## src/rtl/seg7_pkg.sv

```systemverilog
// Shared constants and the hex glyph table for the four-digit common-anode
// 7-segment scanner. All segment values are active-low.
package seg7_pkg;

    localparam logic [7:0] SEG_BLANK   = 8'hFF;
    localparam logic [3:0] ANODE_OFF   = 4'hF;
    localparam logic [6:0] GLYPH_BLANK = 7'h7F;

    // Bit order g,f,e,d,c,b,a; index is the hex value shown.
    localparam logic [6:0] GLYPHS [16] = '{
        7'h40, 7'h79, 7'h24, 7'h30, 7'h19, 7'h12, 7'h02, 7'h78,
        7'h00, 7'h10, 7'h08, 7'h03, 7'h46, 7'h21, 7'h06, 7'h0E
    };

    function automatic logic [6:0] hex_to_seg(input logic [3:0] nibble);
        return GLYPHS[nibble];
    endfunction

endpackage

```

## src/rtl/seg7_decode.sv

```systemverilog
// Combinational nibble-to-glyph decoder with a blank override, used on the
// digit currently selected by the scanner.
module seg7_decode
    import seg7_pkg::*;
(
    input  logic [3:0] nibble_i,
    input  logic       blank_i,
    output logic [6:0] seg_o
);

    assign seg_o = blank_i ? GLYPH_BLANK : hex_to_seg(nibble_i);

endmodule

```

## src/rtl/seg7_scan_display.sv

```systemverilog
// Four-digit multiplexed hex display with frame-boundary shadow capture.
// Define SEG7_LEADING_ZERO_BLANK_EN to blank leading zero digits (digit 0 never blanks).
module seg7_scan_display
    import seg7_pkg::*;
#(
    parameter int DIV_BITS = 16
) (
    input  logic        clock,
    input  logic        reset,
    input  logic [15:0] num,
    input  logic [3:0]  dp,
    output logic [7:0]  segment,
    output logic [3:0]  anode
);

    logic [DIV_BITS-1:0] cnt_q, cnt_d;
    logic [1:0]          idx_q, idx_d;
    logic [15:0]         num_sh_q, num_sh_d;
    logic [3:0]          dp_sh_q, dp_sh_d;
    logic [7:0]          segment_q, segment_d;
    logic [3:0]          anode_q, anode_d;

    logic       digit_end;
    logic       frame_end;
    logic [3:0] cur_nibble;
    logic       cur_blank;
    logic [6:0] cur_glyph;

    assign digit_end  = &cnt_q;
    assign frame_end  = digit_end && (idx_q == 2'd3);
    assign cur_nibble = num_sh_q[{idx_q, 2'b00} +: 4];

`ifdef SEG7_LEADING_ZERO_BLANK_EN
    // A digit blanks only when it and every digit to its left are zero.
    always_comb begin
        cur_blank = 1'b0;
        unique case (idx_q)
            2'd3:    cur_blank = ~|num_sh_q[15:12];
            2'd2:    cur_blank = ~|num_sh_q[15:8];
            2'd1:    cur_blank = ~|num_sh_q[15:4];
            default: cur_blank = 1'b0;
        endcase
    end
`else
    assign cur_blank = 1'b0;
`endif

    seg7_decode u_decode (
        .nibble_i (cur_nibble),
        .blank_i  (cur_blank),
        .seg_o    (cur_glyph)
    );

    // NOTE: every output is assigned a default before any condition, so no latch can form.
    always_comb begin
        cnt_d     = cnt_q + DIV_BITS'(1);
        idx_d     = digit_end ? idx_q + 2'd1 : idx_q;
        num_sh_d  = frame_end ? num : num_sh_q;
        dp_sh_d   = frame_end ? dp  : dp_sh_q;
        anode_d   = ~(4'b0001 << idx_q);
        segment_d = {~dp_sh_q[idx_q], cur_glyph};
    end

    // NOTE: state uses non-blocking assignments so all registers update from pre-edge values.
    always_ff @(posedge clock) begin
        if (reset) begin
            cnt_q     <= '0;
            idx_q     <= 2'd0;
            num_sh_q  <= 16'h0000;
            dp_sh_q   <= 4'h0;
            segment_q <= SEG_BLANK;
            anode_q   <= ANODE_OFF;
        end else begin
            cnt_q     <= cnt_d;
            idx_q     <= idx_d;
            num_sh_q  <= num_sh_d;
            dp_sh_q   <= dp_sh_d;
            segment_q <= segment_d;
            anode_q   <= anode_d;
        end
    end

    assign segment = segment_q;
    assign anode   = anode_q;

endmodule

```

## config.mk

```make
export PLATFORM = sky130hd
export DESIGN_NAME = seg7_scan_display
export DESIGN_NICKNAME = d
export VERILOG_FILES = /design/src/rtl/seg7_pkg.sv /design/src/rtl/seg7_decode.sv /design/src/rtl/seg7_scan_display.sv
export SDC_FILE = /design/constraint.sdc
export NUM_CORES = 1
export LEC_CHECK = 0
export ABC_AREA = 1
export CAP_MARGIN = 10
export CORE_MARGIN = 8
export CORE_UTILIZATION = 55
export CTS_CLUSTER_SIZE = 14
export DETAILED_ROUTE_END_ITERATION = 16
export DONT_BUFFER_PORTS = 1
export PLACE_DENSITY = 0.7
export SLEW_MARGIN = 15
export SYNTH_ARGS = -nofsm -noshare
export SYNTH_HDL_FRONTEND = slang
export SYNTH_HIERARCHICAL = 1
export SYNTH_SLANG_ARGS = --single-unit
```

## constraint.sdc

```tcl
create_clock -name clock -period 3.23 [get_ports clock]
set_input_delay 0.646 -clock clock [delete_from_list [all_inputs] [get_ports clock]]
set_output_delay 0.646 -clock clock [all_outputs]
set_load 0.01 [all_outputs]
```

=== Word level (Yosys, flattened, before mapping) ===
Memory sizes are Yosys's and may differ from the RTL's. A register that Yosys moved wholly into a read port is not among the register bits.
Cells that the tools add are included.

* Input port bits: 22
* Bits in registers: 50
* Memories: 1
* Bits in read-only memories: 112
* Word-level logic and storage cells: 23
* Output and inout port bits: 12

{| class="wikitable"
|+ Memories
! name !! depth !! width !! read ports !! clocked after Yosys merged registers in !! write ports !! line !! text
|-
| (name not given) || 16 || 7 || 1 || 1 || 0 || seg7_pkg.sv:16 || <nowiki>return GLYPHS[nibble];</nowiki>
|}

* Multiplexer cells: 4
* Order comparisons: 2
* Bitwise logic cells: 3
* Shift operators: 2
* Add/sub/neg operators: 2
* Equality and inequality tests: 1
* Reduce and logical (&&, ||, !) cells: 2

{| class="wikitable"
|+ Operators by type and width
! cell !! count
|-
| 16-bit by 1-bit adder with 16-bit output (second input constant) || 1
|-
| 16-bit AND reduction || 1
|-
| 16-bit by 5-bit variable part select with 4-bit output || 1
|-
| 7-bit 2-to-1 mux || 2
|-
| 5-bit >= comparator (second input constant) || 1
|-
| 4-bit NOT with 5-bit output || 1
|-
| 4-bit NOT || 1
|-
| 1-bit by 2-bit left shift with 4-bit output (first input constant) || 1
|-
| 2-bit by 3-bit less-than comparator with 1-bit output (second input constant) || 1
|-
| 2-bit by 1-bit adder with 2-bit output (second input constant) || 1
|-
| 1-bit binary-select mux with 2-bit select || 1
|-
| 2-bit == test (second input constant) || 1
|-
| 1-bit logical AND || 1
|-
| 1-bit 2-to-1 mux || 1
|-
| 1-bit NOT || 1
|}

=== Logic depth before layout (Yosys ltp) ===
Gate-level depths: netlist of run 1.

* Depth after elaboration: 5
* Mapped depth: 11
* Depth with buffers taken out: 10

=== By module ===
Netlist of run 1, hierarchy kept.

{| class="wikitable"
|+ By module, submodules not included
! module !! instances !! sequential area each (um2) !! cells an instance !! area each (um2)
|-
| seg7_scan_display || 1 || 1001.0 || 301 || 2245.9
|-
| seg7_decode || 1 || 0.0 || 51 || 294.0
|}

=== Worst setup path before layout of run 1 ===
Ideal clock, no wire load.

* Path type: reg-to-reg
* Start: reg idx_q[0]
* End: reg segment_q[3], in the netlist segment[3]
* Required time: 3.107 ns
* Cell stages (with the launch flop): 10
* Arrival: 1.929 ns
* Library setup time: 0.123 ns
* Path slack: 1.178 ns
* Path buffers: 1
* Clock period less this slack: 2.052 ns
* Cells stage by stage: dfxtp_1 clkbuf_1 o21ai_0 o22ai_1 inv_1 ha_1 nand2_1 nand3_1 nand3_1 or2_2

* Longest elaborated chain between the ends: 2

{| class="wikitable"
|+ Ends and longest elaborated chain
! item !! line !! text
|-
| start: declaration || seg7_scan_display.sv:17 || <nowiki>logic [1:0] idx_q, idx_d;</nowiki>
|-
| start signal: assignment || seg7_scan_display.sv:75 || <nowiki>idx_q <= idx_d;</nowiki>
|-
| 16-bit by 5-bit variable part select with 4-bit output || seg7_scan_display.sv:31 || <nowiki>assign cur_nibble = num_sh_q[{idx_q, 2'b00} +: 4];</nowiki>
|-
| named net cur_nibble[1] || seg7_scan_display.sv:25 || <nowiki>logic [3:0] cur_nibble;</nowiki>
|-
| 4-bit NOT with 5-bit output (not written as such) || seg7_pkg.sv:16 ||
|-
| end: declaration || seg7_scan_display.sv:20 || <nowiki>logic [7:0] segment_q, segment_d;</nowiki>
|}

The timed path passes the listed nets, and every way through them passes these cells.
A chain may end at the register's enable or synchronous reset.

=== Worst setup path in the final report of run 1 ===
Ends and elaborated chain as after synthesis.

==> results of run 1 <==
-- cells by family (layout without fill, tap and decap cells) --
family                     after synthesis  in the layout  share of synthesized area
other                                    1              1                    0.00148
AOI/OAI and AO/OA                       54             54                      0.114
DFF                                     50             50                      0.394
buffers and inverters                   57             49                      0.106
and+or+nand+nor                        175            175                      0.315
xor gates and xnor gates                 3              3                     0.0103
adders and majority gates               12             12                     0.0591
-- flip-flops by register name, indices dropped and copies added (netlist names) --
signal,flops
anode,4
cnt_q,16
dp_sh_q,4
idx_q,2
num_sh_q,16
segment,8
-- area by class of cell --
| type | instances | area (µm²) | area share |
|---|---|---|---|
| Multi-Input combinational cell | 245 | 1270 | 0.486 |
| Clock inverter | 1 | 30.0 | 0.0115 |
| Clock buffer | 6 | 82.6 | 0.0316 |
| Inverter | 40 | 150 | 0.0575 |
| Timing Repair Buffer | 2 | 15.0 | 0.00575 |
| Tap cell | 52 | 65.1 | 0.0249 |
| Sequential cell | 50 | 1000 | 0.383 |
-- cell usage after synthesis, drive strengths merged --
cell	instances
inv	40
nand4	1
a21oi	29
nor3	2
and2	1
dfxtp	50
clkbuf	5
o22ai	5
o21ai	18
nand2	67
nor2	54
nand3	42
ha	12
buf	12
o21bai	1
nand3b	1
conb	1
xor2	3
or2	7
o21a	1
-- how the worst max path moves through the flow --
stage,end,slack (ns),cells past startpoint
3_3_place_gp,segment[3]$_SDFF_PP1_,0.98,9
4_1_cts,segment[3]$_SDFF_PP1_,0.85,9
3_5_place_dp,segment[3]$_SDFF_PP1_,0.87,9
5_1_grt,segment[3]$_SDFF_PP1_,0.61,9
6_report,segment[3]$_SDFF_PP1_,0.84,9
2_1_floorplan,segment[3]$_SDFF_PP1_,1.18,9
-- worst max-delay path, delay by kind of cell, from the launching register on --
kind	cells	cell delay (ns)
buffers and inverters	2	0.53
AOI/OAI and AO/OA	2	0.51
and+or+nand+nor	4	0.46
DFF	1	0.43
adders and majority gates	1	0.35
-- through the flow --
stage | hold WS (ns) | utilization
floorplan | 0.418 | -
global placement | 0.430 | 0.566
detailed placement | 0.434 | 0.566
CTS | 0.386 | 0.592
global route | 0.380 | 0.592
finish | 0.397 | 0.592
-- layer usage --
layer,vias up,part of all wire,track usage
met4,0,0.012,0.0424
met3,5,0.044,0.0410
met5,-,0,0
li1,1096,-,-
met2,36,0.43,0.227
met1,917,0.52,0.183
-- cell usage in the layout, fill, tap and decap left out --
| cell | n |
|---|---|
| nand2_1 | 60 |
| nor2_1 | 50 |
| dfxtp_1 | 50 |
| nand3_1 | 42 |
| inv_1 | 39 |
| a21oi_1 | 28 |
| o21ai_0 | 15 |
| ha_1 | 12 |
| or2_2 | 7 |
| clkbuf_8 | 6 |
| o22ai_1 | 5 |
| nand2_2 | 5 |
| xor2_1 | 3 |
| nor2_4 | 2 |
| nand2_4 | 2 |
| nor3_1 | 2 |
| o21ai_1 | 2 |
| buf_4 | 2 |
| nor2_2 | 1 |
| nor2_8 | 1 |
| o21bai_1 | 1 |
| nand4_1 | 1 |
| nand3b_1 | 1 |
| o21a_1 | 1 |
| and2_1 | 1 |
| a21oi_2 | 1 |
| bufinv_16 | 1 |
| inv_2 | 1 |
| conb_1 | 1 |
| o21ai_2 | 1 |
-- power by group through the flow --
stage	Clock (W)	Combinational, W	Sequential (W)
2_1_floorplan	0	0.0000289	0.000644
3_3_place_gp	0	0.0000309	0.000645
3_5_place_dp	0	0.0000318	0.000645
4_1_cts	0.000461	0.0000318	0.000630
5_1_grt	0.000485	0.0000373	0.000632
6_report	0.000450	0.0000313	0.000630
==> summary.md, run 1 <==
| Metric | Value |
|---|---|
| Clk sink count | 50 |
| Placed cells | 389 |
| CTS root buffer | clkbuf_8 |
| Critical R2R Launch | idx_q[0]$_SDFFE_PP0P_ |
| Global-route wire length before repair | 8.67 mm |
| YS warnings | 6 |
| Slew headroom | 0.351 |
| Via Count | between 2000 and 2500 |
| CP max-delay cell | dfxtp_1 |
| Chip width | 84.0 µm |
| Register area share after synthesis | 0.394 |
| Library cells used by synthesis | 33 |
| Count of final hold-check violations | 0 |
| Layout cells sized above 1 | 0.0872 |
| P_sw | 0.000227 W |
| Core ar. | ~4400 µm² |
| Setup slack at placement | between 0.8 and 0.9 ns |
| Pin count of the biggest net entering global routing | 43 |
| # IOs | 34 |
| Initial Util | 0.575 |
| CTS max path bufs | 2 |
| Area delta synth->final | 2.86% |
| Final Cycle Share | 0.739 |
| Initial antenna violation count | 0 |
| Crit Reg-Reg Endpoint | segment[3]$_SDFF_PP1_ |
| Fmax | 0.419 GHz |
| Maximum VDD drop | roughly 230 µV |
| Avg WL per Cell | around 12 µm |
| Total grt overflow | 0 |
| CP arrival | 2.59 ns |
| Fin Clk Skew | 0.00955 ns |
| Clk_lat worst skew | 0.30 ns |
| Setup TNS | 0 ns |
| Final cell count without fillers | 396 |
| Top cells by area, synth | dfxtp_1 39%, nand2_1 8.9%, nand3_1 8.3% |
| Worst path cell trace | inv_1 > o21ai_0 > o22ai_1 > inv_1 > ha_1 > nand2_1 > nand3_1 > nand3_1 > or2_2 |
| CTS tree | yes |
| Max stage delay on crit path | 0.43 ns |
| CTS Buf Count | 5 |
| Row count | 24 |
| Post-cts resize count | 0 |
| Post-CTS Hold Buffers | 0 |
| Yosys reg bits | 50 |
| DRT iter0 DRCs | 154 |
| Layout Nets | approximately 380 |
| Comb pwr share | 0.028 |
| # Max-Cap Violations | 0 |
| Status | finished, final reports clean |
| Worst Hold Class | in -> reg |
| Setup Crit Path Kind | reg -> reg |
| Fin area | approximately 2600 µm² |
| Internal power | 0.000885 W |
| Worst slew pin tran | ~0.97 ns |
| Remaining DRCs | 0 |
| Startpoint Class | flop |
| Design Power | roughly 0.0011 W |
| Detail Placement HPWL | 3.40 mm |
| Clock slew at reported path FFs | 0.09 ns |
| RD Place Congestion | 0.825 |
| GRT Overall Usage | 0.144 |
| Clock Power Share | 0.405 |
| Hold Startpoint | reset |
| Hold Path Sink | cnt_q[0]$_SDFF_PP0_ |
| TritonRoute pass-1 iters | 4 |
| Net Sw Frac | 0.204 |
| CP startpoint | idx_q[0]$_SDFFE_PP0P_ |
| Number of global-route vias before repair | about 1900 |
| Fill cells | 404 |
| Vias/cell | approximately 5.2 |
| Setup-failing EPs final | 0 |
| Worst reg2reg setup slack | 0.84 ns |
| Register share of total power | 0.567 |
| Die area | 7050 µm² |
| Cell taking the most area after synthesis | dfxtp_1 |
| PnR worst setup slack | 0.843 ns |
| CP Max Fanout | 14 |
| Worst EP required | 3.43 ns |
| Setup Fix Bufs, Post-CTS | 0 |
| Port Buffers | 0 |
| Total wire length | 4.82 mm |
| Number of diodes | 0 |
| RSZ-0062 raised after global routing | no |
| Synthesized Nets | 386 |
| Worst setup EP type | flop |
| Antenna Nets Post-Route | 0 |
| Synth Cell Area | 2540 µm² |
| R2R cell count | 9 |
| CTS H-tree lvls | 2 |
| Avg Cell Area, Syn | approximately 7.2 µm² |
| Hold path depth | 1 |
| Area fraction of the dominant cell type after synthesis | 0.394 |
| Slew Viols, Final | 0 |
| Placement Cell Area | approximately 2500 µm² |
| Die Y | 84.0 µm |
| Power Density | 426 nW/µm² |
| LEAKAGE | 1.15 nW |
| Final Critical Period | 2.39 ns |
| Synthesized instance count | 352 |
Power figures use the tool's default switching activity.
==> inputs of run 2 (changes only) <==
- clock period: 3.23 -> 2.25 ns (I/O delays scaled with it)
==> run 2 against run 1 <==
Hold slack got worse by 0.18 ns. Sequential share of layout area decreased by 0.68 points. Non-clock buffer count increased by 5. Worst setup slack got worse by 0.56 ns. Critical path depth unchanged. Core utilization increased by 1.1 points. Total power increased by 38%. Via count increased by 1.6%. Cell count increased by 1.5%. Largest power group unchanged.
==> summary.md, run 2 (synthesis gave the netlist of run 1 again) <==
| Metric | Value |
|---|---|
| Status | finished, final reports clean (unchanged) |
| Worst reg2reg setup slack | 0.28 ns (was 0.84 ns) |
| CTS H-tree lvls | 2 (unchanged) |
| Fin Clk Skew | 0.00663 ns (was 0.00955 ns) |
| Critical R2R Launch | idx_q[0]$_SDFFE_PP0P_ (unchanged) |
| CTS tree | yes (unchanged) |
| Max stage delay on crit path | 0.32 ns (was 0.43 ns) |
| Count of final hold-check violations | 0 (unchanged) |
| Maximum VDD drop | 309 µV (was 233 µV) |
| RD Place Congestion | 0.804 (was 0.825) |
| Initial Util | 0.575 (unchanged) |
| Total wire length | 4.75 mm (was 4.82 mm) |
| Detail Placement HPWL | 3.41 mm (was 3.40 mm) |
| Placement Cell Area | 2550 µm² (was 2500 µm²) |
| Slew headroom | 0.649 (was 0.351) |
| Slew Viols, Final | 0 (unchanged) |
| Layout Nets | 383 (was 378) |
| RSZ-0062 raised after global routing | no (unchanged) |
| TritonRoute pass-1 iters | 4 (unchanged) |
| Commonest non-fill, non-tap cells in the layout | 60 x nand2_1, 50 x nor2_1, 50 x dfxtp_1 (unchanged) |
| Setup Fix Bufs, Post-CTS | 0 (unchanged) |
| CTS root buffer | clkbuf_8 (unchanged) |
| # Max-Cap Violations | 0 (unchanged) |
| Row count | 24 (unchanged) |
| Fin area | 2660 µm² (was 2610 µm²) |
| CP startpoint | idx_q[0]$_SDFFE_PP0P_ (unchanged) |
| Worst EP required | 2.44 ns (was 3.43 ns) |
| Clk sink count | 50 (unchanged) |
| CP Max Fanout | 13 (was 14) |
| LEAKAGE | 1.18 nW (was 1.15 nW) |
| Util after Layout | 0.603 (was 0.592) |
| DRT iter0 DRCs | 146 (was 154) |
| Crit Reg-Reg Endpoint | segment[3]$_SDFF_PP1_ (unchanged) |
| Design Power | 0.00154 W (was 0.00111 W) |
| # IOs | 34 (unchanged) |
| R2R cell count | 9 (unchanged) |
| Chip width | 84.0 µm (unchanged) |
| Startpoint Class | flop (unchanged) |
| Worst setup EP type | flop (unchanged) |
| Worst slew pin tran | 0.526 ns (was 0.973 ns) |
| Via Count | 2086 (was 2054) |
| Number of diodes | 0 (unchanged) |
| Total grt overflow | 0 (unchanged) |
| Worst Hold Class | in -> reg (unchanged) |
| Clock slew at reported path FFs | 0.09 ns (about the same) |
| Die Y | 84.0 µm (unchanged) |
| Setup Crit Path Kind | reg -> reg (unchanged) |
| GRT Overall Usage | 0.140 (was 0.144) |
| End of the critical path | segment[3]$_SDFF_PP1_ (unchanged) |
| Post-cts resize count | 0 (unchanged) |
| CTS Buf Count | 5 (unchanged) |
| CP arrival | 2.15 ns (was 2.59 ns) |
| PnR worst setup slack | 0.281 ns (was 0.843 ns) |
| Layout cells sized above 1 | 0.103 (was 0.0872) |
| Number of global-route vias before repair | 1962 (was 1920) |
| Final Critical Period | 1.97 ns (was 2.39 ns) |
| Post-CTS Hold Buffers | 0 (unchanged) |
| Core ar. | 4410 µm² (unchanged) |
| Worst path cell trace | inv_1 > o21ai_0 > o22ai_1 > inv_1 > ha_1 > nand2_1 > nand3_1 > nand3_1 > or2_2 (unchanged) |
| Antenna Nets Post-Route | 0 (unchanged) |
| Vias/cell | 5.19 (about the same) |
| Most common cell after layout, fill and taps aside | nand2_1 (unchanged) |
| Setup slack at placement | 0.339 ns (was 0.871 ns) |
| Initial antenna violation count | 0 (unchanged) |
| Setup-failing EPs final | 0 (unchanged) |
| Final Cycle Share | 0.875 (was 0.739) |
| Area delta synth->final | 4.73% (was 2.86%) |
| Clk_lat worst skew | 0.30 ns (about the same) |
| Global-route wire length before repair | 8.61 mm (was 8.67 mm) |
| CTS max path bufs | 2 (unchanged) |
| Setup TNS | 0 ns (unchanged) |
| Remaining DRCs | 0 (unchanged) |
| Fmax | 0.508 GHz (was 0.419 GHz) |
| Power Density | 578 nW/µm² (was 426 nW/µm²) |
| Port Buffers | 0 (unchanged) |
| Avg WL per Cell | 11.8 µm (was 12.2 µm) |
| Pin count of the biggest net entering global routing | 43 (unchanged) |
| Hold path depth | 1 (unchanged) |
| CP max-delay cell | dfxtp_1 (unchanged) |
| Die area | 7050 µm² (unchanged) |
[run 2: area by class of cell]
| cell class | instances | area [µm²] |
|---|---|---|
| Fill cell | 437 | 1750 |
| Multi-Input combinational cell | 245 | 1270 |
| Sequential cell | 50 | 1000 |
| Inverter | 40 | 150 |
| Clock buffer | 8 | 110 |
| Timing Repair Buffer | 7 | 65.1 |
| Tap cell | 52 | 65.1 |
[run 2: worst min path at each step]
stage / startpoint / end / slack (ns)
after floorplan: cnt_q[0]$_SDFF_PP0_ / cnt_q[0]$_SDFF_PP0_ / 0.42
after detailed placement: cnt_q[0]$_SDFF_PP0_ / cnt_q[0]$_SDFF_PP0_ / 0.44
after global placement: cnt_q[0]$_SDFF_PP0_ / cnt_q[0]$_SDFF_PP0_ / 0.43
after global routing: reset / cnt_q[0]$_SDFF_PP0_ / 0.19
final: reset / idx_q[0]$_SDFFE_PP0P_ / 0.21
after CTS: reset / idx_q[0]$_SDFFE_PP0P_ / 0.20
[run 2: power breakdown]
group          internal, W  switching, W
Clock             0.000311      0.000278
Sequential        0.000895    0.00000865
Combinational    0.0000192     0.0000269
Total              0.00123      0.000314
[run 2: critical path: cells and delay by family (launching register included)]
family          cells  cell delay, ns
fa+ha+maj           1            0.32
flops               1            0.32
buf+inv             2            0.41
simple gates        4            0.47
compound gates      2            0.33
[run 2: through the flow]
stage          hold slack [ns]  std cells
6_report                 0.212        402
2_1_floorplan            0.418        352
5_1_grt                  0.191        402
3_5_place_dp             0.437        394
4_1_cts                  0.201        402
3_3_place_gp             0.431        394
[run 2: metal layers]
| layer | wire length, µm | track usage | vias up |
|---|---|---|---|
| met5 | 0 | 0 | - |
| met4 | 39 | 0.0377 | 0 |
| met3 | 205 | 0.0361 | 5 |
| met2 | 2100 | 0.221 | 35 |
| met1 | 2410 | 0.182 | 934 |
| li1 | - | - | 1112 |
==> inputs of run 3 (changes only) <==
- CORE_UTILIZATION: 55 -> 60
- PLACE_DENSITY: 0.7 -> 0.76
==> run 3 against run 2 <==
Via count grew 1.6%. Flip-flop and latch count is the same. Fmax grew 1.2%. Sequential power is essentially flat. Clock skew shrank 0.0022 ns. Highest routed layer unchanged. Register-to-register slack gained 0.02 ns. Die area shrank 6.8%. Critical path depth is the same. Cell count shrank 0.25%. Largest cell class unchanged. Sequential share of layout area grew 0.11 points.
==> summary.md, run 3 (synthesis gave the netlist of run 1 again) <==
| Metric | Value |
|---|---|
| Status | finished, final reports clean (unchanged) |
| Clk sink count | 50 (unchanged) |
| Core ar. | 4030 µm² (was 4410 µm²) |
| Remaining DRCs | 0 (unchanged) |
| Layout Nets | 384 (was 383) |
| Chip width | 81.1 µm (was 84.0 µm) |
| Avg WL per Cell | 11.9 µm (was 11.8 µm) |
| Global-route wire length before repair | 8.34 mm (was 8.61 mm) |
| CTS root buffer | clkbuf_8 (unchanged) |
| Setup Fix Bufs, Post-CTS | 0 (unchanged) |
| CTS max path bufs | 2 (unchanged) |
| RD Place Congestion | 0.839 (was 0.804) |
| Power Density | 577 nW/µm² (was 578 nW/µm²) |
| Clock slew at reported path FFs | 0.08 ns (was 0.09 ns) |
| Via Count | 2119 (was 2086) |
| CP arrival | 2.13 ns (was 2.15 ns) |
| Count of final hold-check violations | 0 (unchanged) |
| Setup Crit Path Kind | reg -> reg (unchanged) |
| Antenna Nets Post-Route | 0 (unchanged) |
| Die Y | 81.1 µm (was 84.0 µm) |
| R2R cell count | 9 (unchanged) |
| TritonRoute pass-1 iters | 4 (unchanged) |
| Register area | 1000 µm² (unchanged) |
| Hold Path Sink | cnt_q[0]$_SDFF_PP0_ (was idx_q[0]$_SDFFE_PP0P_) |
| Fin Clk Skew | 0.00441 ns (was 0.00663 ns) |
| Worst reg2reg setup slack | 0.30 ns (was 0.28 ns) |
| Total wire length | 4.76 mm (was 4.75 mm) |
| Design Power | 0.00153 W (was 0.00154 W) |
| Maximum VDD drop | 304 µV (was 309 µV) |
| Clk_lat worst skew | 0.29 ns (was 0.30 ns) |
| Startpoint Class | flop (unchanged) |
| Post-CTS Hold Buffers | 0 (unchanged) |
| Fmax | 0.514 GHz (was 0.508 GHz) |
| Hold path depth | 1 (unchanged) |
| Row count | 23 (was 24) |
| Vias/cell | 5.28 (was 5.19) |
| Setup TNS | 0 ns (unchanged) |
| Fill cells | 356 (was 437) |
| Setup slack at placement | 0.338 ns (was 0.339 ns) |
| DRT iter0 DRCs | 126 (was 146) |
| # Max-Cap Violations | 0 (unchanged) |
| Final Critical Period | 1.95 ns (was 1.97 ns) |
| Number of global-route vias before repair | 1942 (was 1962) |
| CTS H-tree lvls | 2 (unchanged) |
| Worst Hold Class | in -> reg (unchanged) |
| Initial Util | 0.630 (was 0.575) |
| Worst setup EP type | flop (unchanged) |
| CTS Buf Count | 5 (unchanged) |
| CTS tree | yes (unchanged) |
| Hold Startpoint | reset (unchanged) |
| CP Max Fanout | 13 (unchanged) |
| Setup-failing EPs final | 0 (unchanged) |
| Slew Viols, Final | 0 (unchanged) |
| Crit Reg-Reg Endpoint | segment[3]$_SDFF_PP1_ (unchanged) |
| Post-cts resize count | 0 (unchanged) |
| Worst slew pin tran | 0.515 ns (was 0.526 ns) |
| # IOs | 34 (unchanged) |
| Number of diodes | 0 (unchanged) |
| Layout cells sized above 1 | 0.105 (was 0.103) |
| Port Buffers | 0 (unchanged) |
| Most common cell after layout, fill and taps aside | nand2_1 (unchanged) |
| Die area | 6570 µm² (was 7050 µm²) |
| Critical R2R Launch | idx_q[0]$_SDFFE_PP0P_ (unchanged) |
| RSZ-0062 raised after global routing | no (unchanged) |
| WHS | 0.215 ns (was 0.212 ns) |
| Area of the multi-input gates | 1270 µm² (unchanged) |
| GRT Overall Usage | 0.155 (was 0.140) |
| Commonest non-fill, non-tap cells in the layout | 60 x nand2_1, 50 x nor2_1, 50 x dfxtp_1 (unchanged) |
| Worst EP required | 2.44 ns (about the same) |
| Pin count of the biggest net entering global routing | 43 (unchanged) |
| LEAKAGE | 1.18 nW (about the same) |
| Total grt overflow | 0 (unchanged) |
| Slew headroom | 0.657 (was 0.649) |
| Detail Placement HPWL | 3.37 mm (was 3.41 mm) |
| PnR worst setup slack | 0.304 ns (was 0.281 ns) |
| Initial antenna violation count | 0 (unchanged) |
| Final Cycle Share | 0.865 (was 0.875) |
| Area delta synth->final | 4.43% (was 4.73%) |
[run 3: changes by cell type in the layout (fill, tap and decap cells not counted), sizes merged]
cell  previous run  this run
buf              7         8
[run 3: power by group]
part | total, W | leakage, nW | switching (W) | internal, W
clock | 0.000581 | 0.0575 | 0.000271 | 0.000310
sequential | 0.000904 | 0.406 | 0.00000878 | 0.000895
combinational | 0.0000459 | 0.721 | 0.0000269 | 0.0000190
total | 0.00153 | 1.18 | 0.000306 | 0.00122
[run 3: layout make-up]
cell class              count  area share
inverters                  40      0.0566
flip-flops and latches     50       0.377
repair buffers              8      0.0226
multi-input cells         245       0.478
clock buffers               8      0.0415
well taps                  50      0.0236
[run 3: per-stage QoR]
step,cell area (µm²),std cells,utilization
after floorplan,2540,352,-
after global placement,2540,393,0.631
after detailed placement,2540,393,0.631
after CTS,2650,401,0.658
after global routing,2650,401,0.658
final,2650,401,0.658
[run 3: routing by layer]
layer / part of all wire / GRT usage / up-vias
met2: 0.45 / 0.249 / 40
li1: - / - / 1112
met1: 0.49 / 0.200 / 963
met3: 0.045 / 0.0375 / 4
met5: 0 / 0 / -
met4: 0.0076 / 0.0500 / 0
[run 3: worst max path at each step]
stage                                     start  cells after the start                     to
after floorplan           idx_q[0]$_SDFFE_PP0P_                      9  segment[3]$_SDFF_PP1_
after global placement    idx_q[0]$_SDFFE_PP0P_                      9  segment[3]$_SDFF_PP1_
after detailed placement  idx_q[0]$_SDFFE_PP0P_                      9  segment[3]$_SDFF_PP1_
after CTS                 idx_q[0]$_SDFFE_PP0P_                      9  segment[3]$_SDFF_PP1_
after global routing      idx_q[0]$_SDFFE_PP0P_                      9  segment[3]$_SDFF_PP1_
final                     idx_q[0]$_SDFFE_PP0P_                      9  segment[3]$_SDFF_PP1_
[run 3: worst max-delay path, stage by stage, from the launching register on]
cell and delay, ns:
dfxtp_1 0.32, inv_1 0.27, o21ai_0 0.14, o22ai_1 0.18
inv_1 0.15, ha_1 0.33, nand2_1 0.05, nand3_1 0.08
nand3_1 0.06, or2_2 0.26
